===== src/rtl/vsa_param_core.sv =====
// rtl/vsa_param_core.sv - multi-cycle VSA core, IF/ID/EX/MEM/WB with imem/dmem ack stalls
// Moore outputs are registered from the next state so they change with the state flop.
module vsa_param_core #(
    parameter int DW   = 5,
    parameter int NREG = 4,
    parameter int RAW  = $clog2(NREG),
    parameter int IW   = 3*RAW+6
) (
    input  logic          clock,
    input  logic          reset,
    output logic [DW-1:0] PC,
    output logic          imem_req,
    input  logic          imem_ack,
    input  logic [IW-1:0] instruction,
    output logic [DW-1:0] ALUOutput,
    output logic          dmem_req,
    input  logic          dmem_ack,
    input  logic [DW-1:0] datain,
    output logic [DW-1:0] dataout,
    output logic          wr,
    output logic          retire
);
    typedef enum logic [2:0] {S_IF, S_ID, S_EX, S_MEM, S_WB} state_t;

    localparam logic [2:0] OP_LW   = 3'd0;
    localparam logic [2:0] OP_SW   = 3'd1;
    localparam logic [2:0] OP_BEQZ = 3'd2;
    localparam logic [2:0] OP_ALU  = 3'd3;
    localparam logic [2:0] OP_ADDI = 3'd4;
    localparam logic [2:0] OP_SUBI = 3'd5;
    localparam logic [DW-1:0] PC_STEP = {{(DW-2){1'b0}}, 2'b10};

    state_t        state_q, state_d;
    logic [DW-1:0] pc_q, pc_d, npc_q, npc_d;
    logic [IW-1:0] ir_q, ir_d;
    logic [DW-1:0] a_q, a_d, b_q, b_d, alu_q, alu_d, lmd_q, lmd_d;
    logic          cond_q, cond_d;
    logic [DW-1:0] regs_q [NREG];
    logic [DW-1:0] regs_d [NREG];
    logic          imem_req_q, imem_req_d, dmem_req_q, dmem_req_d;
    logic          wr_q, wr_d, retire_q, retire_d;

    logic [2:0]     op, fn;
    logic [RAW-1:0] s1, s2, rd_r;
    logic [RAW+2:0] imm_raw;
    logic [DW-1:0]  imm, br_off, rd_a, rd_b, alu_res;
    logic           is_mem;
    logic           wen;
    logic [RAW-1:0] wdst;
    logic [DW-1:0]  wval;

    // s2 doubles as the destination field of I-format instructions
    assign op      = ir_q[IW-1 -: 3];
    assign s1      = ir_q[IW-4 -: RAW];
    assign s2      = ir_q[2*RAW+2 -: RAW];
    assign rd_r    = ir_q[RAW+2 -: RAW];
    assign fn      = ir_q[2:0];
    assign imm_raw = ir_q[RAW+2:0];
    assign is_mem  = (op == OP_LW) || (op == OP_SW);
    assign rd_a    = (s1 == '0) ? '0 : regs_q[s1];
    assign rd_b    = (s2 == '0) ? '0 : regs_q[s2];

    always_comb begin
        imm = '0;
        imm[RAW+2:0] = imm_raw;
        br_off = '0;
        br_off[RAW+3:0] = {imm_raw, 1'b0};
    end

    always_comb begin
        alu_res = '0;
        case (fn)
            3'd0: alu_res = a_q + b_q;
            3'd1: alu_res = a_q - b_q;
            3'd2: alu_res = a_q & b_q;
            3'd3: alu_res = a_q | b_q;
            3'd4: alu_res = a_q ^ b_q;
            3'd5: alu_res = ~a_q;
            3'd6: alu_res = a_q >> 1;
            default: alu_res = {a_q[DW-1], a_q[DW-1:1]};
        endcase
    end

    always_comb begin
        wen  = 1'b0;
        wdst = '0;
        wval = '0;
        case (op)
            OP_ALU: begin
                wen  = 1'b1;
                wdst = rd_r;
                wval = alu_q;
            end
            OP_ADDI, OP_SUBI: begin
                wen  = 1'b1;
                wdst = s2;
                wval = alu_q;
            end
            OP_LW: begin
                wen  = 1'b1;
                wdst = s2;
                wval = lmd_q;
            end
            default: wen = 1'b0;
        endcase
    end

    always_comb begin
        state_d = state_q;
        pc_d    = pc_q;
        npc_d   = npc_q;
        ir_d    = ir_q;
        a_d     = a_q;
        b_d     = b_q;
        alu_d   = alu_q;
        cond_d  = cond_q;
        lmd_d   = lmd_q;
        regs_d  = regs_q;
        case (state_q)
            S_IF: begin
                if (imem_ack) begin
                    ir_d    = instruction;
                    npc_d   = pc_q + PC_STEP;
                    state_d = S_ID;
                end
            end
            S_ID: begin
                a_d     = rd_a;
                b_d     = rd_b;
                state_d = S_EX;
            end
            S_EX: begin
                case (op)
                    OP_LW, OP_SW, OP_ADDI: alu_d = a_q + imm;
                    OP_SUBI:               alu_d = a_q - imm;
                    OP_ALU:                alu_d = alu_res;
                    OP_BEQZ: begin
                        alu_d  = npc_q + br_off;
                        cond_d = (a_q == '0);
                    end
                    default: alu_d = alu_q;
                endcase
                state_d = S_MEM;
            end
            S_MEM: begin
                if (is_mem) begin
                    if (dmem_ack) begin
                        if (op == OP_LW) lmd_d = datain;
                        pc_d    = npc_q;
                        state_d = S_WB;
                    end
                end else begin
                    pc_d    = (op == OP_BEQZ && cond_q) ? alu_q : npc_q;
                    state_d = S_WB;
                end
            end
            S_WB: begin
                if (wen && wdst != '0) regs_d[wdst] = wval;
                state_d = S_IF;
            end
            default: state_d = S_IF;
        endcase

        imem_req_d = (state_d == S_IF);
        dmem_req_d = (state_d == S_MEM) && is_mem;
        wr_d       = (state_d == S_MEM) && (op == OP_SW);
        retire_d   = (state_d == S_WB);
    end

    always_ff @(posedge clock or posedge reset) begin
        if (reset) begin
            state_q    <= S_IF;
            pc_q       <= '0;
            npc_q      <= '0;
            ir_q       <= '0;
            a_q        <= '0;
            b_q        <= '0;
            alu_q      <= '0;
            cond_q     <= 1'b0;
            lmd_q      <= '0;
            for (int i = 0; i < NREG; i++) regs_q[i] <= '0;
            imem_req_q <= 1'b1;
            dmem_req_q <= 1'b0;
            wr_q       <= 1'b0;
            retire_q   <= 1'b0;
        end else begin
            state_q    <= state_d;
            pc_q       <= pc_d;
            npc_q      <= npc_d;
            ir_q       <= ir_d;
            a_q        <= a_d;
            b_q        <= b_d;
            alu_q      <= alu_d;
            cond_q     <= cond_d;
            lmd_q      <= lmd_d;
            regs_q     <= regs_d;
            imem_req_q <= imem_req_d;
            dmem_req_q <= dmem_req_d;
            wr_q       <= wr_d;
            retire_q   <= retire_d;
        end
    end

    assign PC        = pc_q;
    assign ALUOutput = alu_q;
    assign dataout   = b_q;
    assign imem_req  = imem_req_q;
    assign dmem_req  = dmem_req_q;
    assign wr        = wr_q;
    assign retire    = retire_q;
endmodule


===== config.mk =====
export PLATFORM = sky130hd
export DESIGN_NAME = vsa_param_core
export DESIGN_NICKNAME = d
export VERILOG_FILES = /design/src/rtl/vsa_param_core.sv
export SDC_FILE = /design/constraint.sdc
export NUM_CORES = 1
export LEC_CHECK = 0
export ABC_AREA = 1
export BUFFER_PORTS_ARGS = -buffer_cell sky130_fd_sc_hd__buf_2
export CORE_UTILIZATION = 55
export DETAILED_ROUTE_END_ITERATION = 6
export PLACE_DENSITY = 0.84
export SETUP_SLACK_MARGIN = 0.5
export SLEW_MARGIN = 20
export SYNTH_ARGS = -nofsm -noshare
export SYNTH_HDL_FRONTEND = slang
export SYNTH_SLANG_ARGS = --single-unit

===== constraint.sdc =====
create_clock -name clock -period 5.1 [get_ports clock]
set_input_delay 1.53 -clock clock [delete_from_list [all_inputs] [get_ports clock]]
set_output_delay 1.53 -clock clock [all_outputs]
set_load 0.05 [all_outputs]

==> impl_metrics.ini <==
[status]
outcome = complete, no violations

[worst_setup_path]
crit_family = flip-flops
timing.rr.start = ir_q[1]
critPathCapture = imem_req
startpoint_type = flip-flop
worst-endpoint-arrival_ns = 1.10
crit_type = reg2out
critical_path_buf_inv_count = 1
cp-startpoint = imem_req
reg2reg_setup_slack_ns = 2.60
crit_cells = 1
reg2reg_to = ALUOutput[3]
rr_worst_depth = 13
required_ns = 3.57
cp_cell_sequence = buf_2
critPathCaptureType = primary output
crit_fanout = 1
cpPeakStageDelay_ns = 0.52
slowest_stage = dfstp_2

[sta]
hold_violations = 0
clock_skew_ns = 0.01099
worst_pin_slew_ns = 0.9674
fin_crit_ns = 2.634
rsz0062_at_grt = no
fin_crit_sh = 0.5164
maxSlewHeadroom = 0.3541
worst_slack_ns = 2.466
finalSetupViolCount = 0
fmax_mhz = 379.7
maxSlewViolCount = 0
finalSetupTns_ns = 0

[yosys]
synth.largest_area_cell = dfrtp_1
synth_cell_type_count = 37
synth_area_leaders = dfrtp_1, nand2_1, ha_1
yosysSeqAreaShare = 0.4202
avgSynthCellArea_um2 = 7.856
syn-num-nets = 583
yosysWarnings = 0
synth_area_um2 = 4172
netlist.area_leader.share = 0.4139
ys_seq_elements = 70
synthCells = 531

[cts]
clock-sinks = 70
cts_tree = yes
h-tree-depth = 3
numCtsBuffers = 9
clockRootBuffer = clkbuf_8
postCtsHoldBufs = 0
insertion_delay_ns = 0.34
path_clk_slew_ns = 0.07
cts_setup_buffers = 0
clock_path_buffers = 2
cts_resized = 0

[final_layout]
num_antenna_cells = 0
area_delta_synth_final_pct = 11.79
layout-drive-gt1-share = 0.1272
fin_util = 0.6395
fillCellCount = 652
fin_nets = 621
finalNonFillerCells = 673

[route]
drt_iter0_markers = 257
wl_um = 9941
via_per_inst = 5.530
route.vias.total = 3722
wl_per_cell_um = 14.77
drt_first_pass_iters = 5
route.detailed.drc = 0
ant_nets = 0

[placement]
finalWeightedCongestion = 0.9544
io_buffers = 39
dp_cells = 657
dp_hpwl_um = 7643
dp_slack_ns = 2.295

[global_route]
grt_pass1_wl_um = 15680
grt.overflow.total = 0
antenna_found_initial = 0
grtUsageTotal = 0.2629
grt_max_degree = 50
grt_pass1_vias = 3253

[floorplan]
start_util = 0.5721
die_w_um = 89.09
die_y_um = 89.09
io_pins = 40
fp.dieArea_um2 = 7937
core-area_um2 = 7292
rows = 31

[flow_run]
drv_cap = 0

[pwr]
ir_worst_vdd_uv = 310.3
p_per_area_nw_per_um2 = 754.3
p_leak_nw = 2.383
power.total_mw = 3.517

[worst_hold_path]
hold_path.class = reg2reg
[per-layer routing]
layer | GRT usage | vias to the layer above | routed length, um
met2 | 0.4046 | 131 | 4618
met3 | 0.04155 | 13 | 549
met1 | 0.3868 | 1735 | 4642
li1 | - | 1843 | -
met5 | 0 | - | 0
met4 | 0.07504 | 0 | 131
[sequential cells by signal, summed over array words and instances, names as in the netlist]
register,cells
wr,1
dmem_req,1
retire,1
a_q,5
ir_q,12
imem_req,1
PC,5
state_q,3
npc_q,5
ALUOutput,5
cond_q,1
lmd_q,5
dataout,5
regs_q,20
[Yosys cell counts]
cell type  instances
nand2_1          141
dfrtp_1           69
inv_1             65
a21oi_1           47
o21ai_0           42
ha_1              28
nor2_1            26
nand3_1           23
clkbuf_1          13
o32ai_1           10
o21ai_1            9
o22ai_1            9
nand4_1            5
xor2_1             5
a21boi_0           4
nor3_1             4
fa_1               3
or2_2              3
a21oi_2            2
inv_2              2
nand2_2            2
nand3_2            2
nand3b_2           2
xnor2_1            2
a211oi_1           1
a21boi_1           1
a31oi_1            1
buf_4              1
dfstp_2            1
nand3b_1           1
nor3_2             1
nor4_1             1
nor4_2             1
o2111ai_1          1
o211ai_1           1
o31ai_1            1
o41ai_1            1
[logic make-up after synthesis]
kind of cell	after synthesis	synth area share
xor+xnor	7	0.01470
compound gates	130	0.1764
fa+ha+maj	31	0.09838
buf+inv	81	0.07379
simple gates	212	0.2166
flops	70	0.4202
[worst min path at each step]
stage                from          to  slack (ns)  depth (start not counted)
2_1_floorplan  regs_q[15]  regs_q[15]        0.45                          1
3_3_place_gp   regs_q[19]  regs_q[19]        0.39                          0
3_5_place_dp   regs_q[19]  regs_q[19]        0.40                          0
4_1_cts        regs_q[19]  regs_q[19]        0.42                          0
5_1_grt        regs_q[19]  regs_q[19]        0.44                          0
6_report       regs_q[19]  regs_q[19]        0.41                          0
[power by group]
part | internal [mW] | switching, mW | total, mW
Clock | 0.274 | 0.200 | 0.474
Sequential | 0.774 | 0.247 | 1.02
Combinational | 0.671 | 1.35 | 2.02
[cell usage in the layout, fill, tap and decap left out, types with 9 or more instances in the layout]
master    instances
nand2_1         141
dfrtp_1          69
inv_1            64
a21oi_1          47
o21ai_0          42
buf_2            39
ha_1             28
nor2_1           26
nand3_1          23
o32ai_1          10
o21ai_1           9
o22ai_1           9
clkbuf_8          9
[through the flow]
stage	hold WS (ns)	cell area (um2)
5_1_grt	0.4371	4663
6_report	0.4150	4663
2_1_floorplan	0.4508	4172
3_5_place_dp	0.3979	4449
3_3_place_gp	0.3908	4449
4_1_cts	0.4157	4663
[final cells by class]
| class | instances | area [um2] | area share |
|---|---|---|---|
| repair buffers | 41 | 210.2 | 0.04508 |
| multi-input cells | 380 | 2111 | 0.4526 |
| flip-flops and latches | 70 | 1753 | 0.3759 |
| clock buffers | 10 | 127.6 | 0.02737 |
| well taps | 99 | 123.9 | 0.02656 |
| inverters | 67 | 251.5 | 0.05393 |
| clock inverters | 6 | 86.33 | 0.01851 |
No activity file was read; power rests on OpenSTA's default activity.
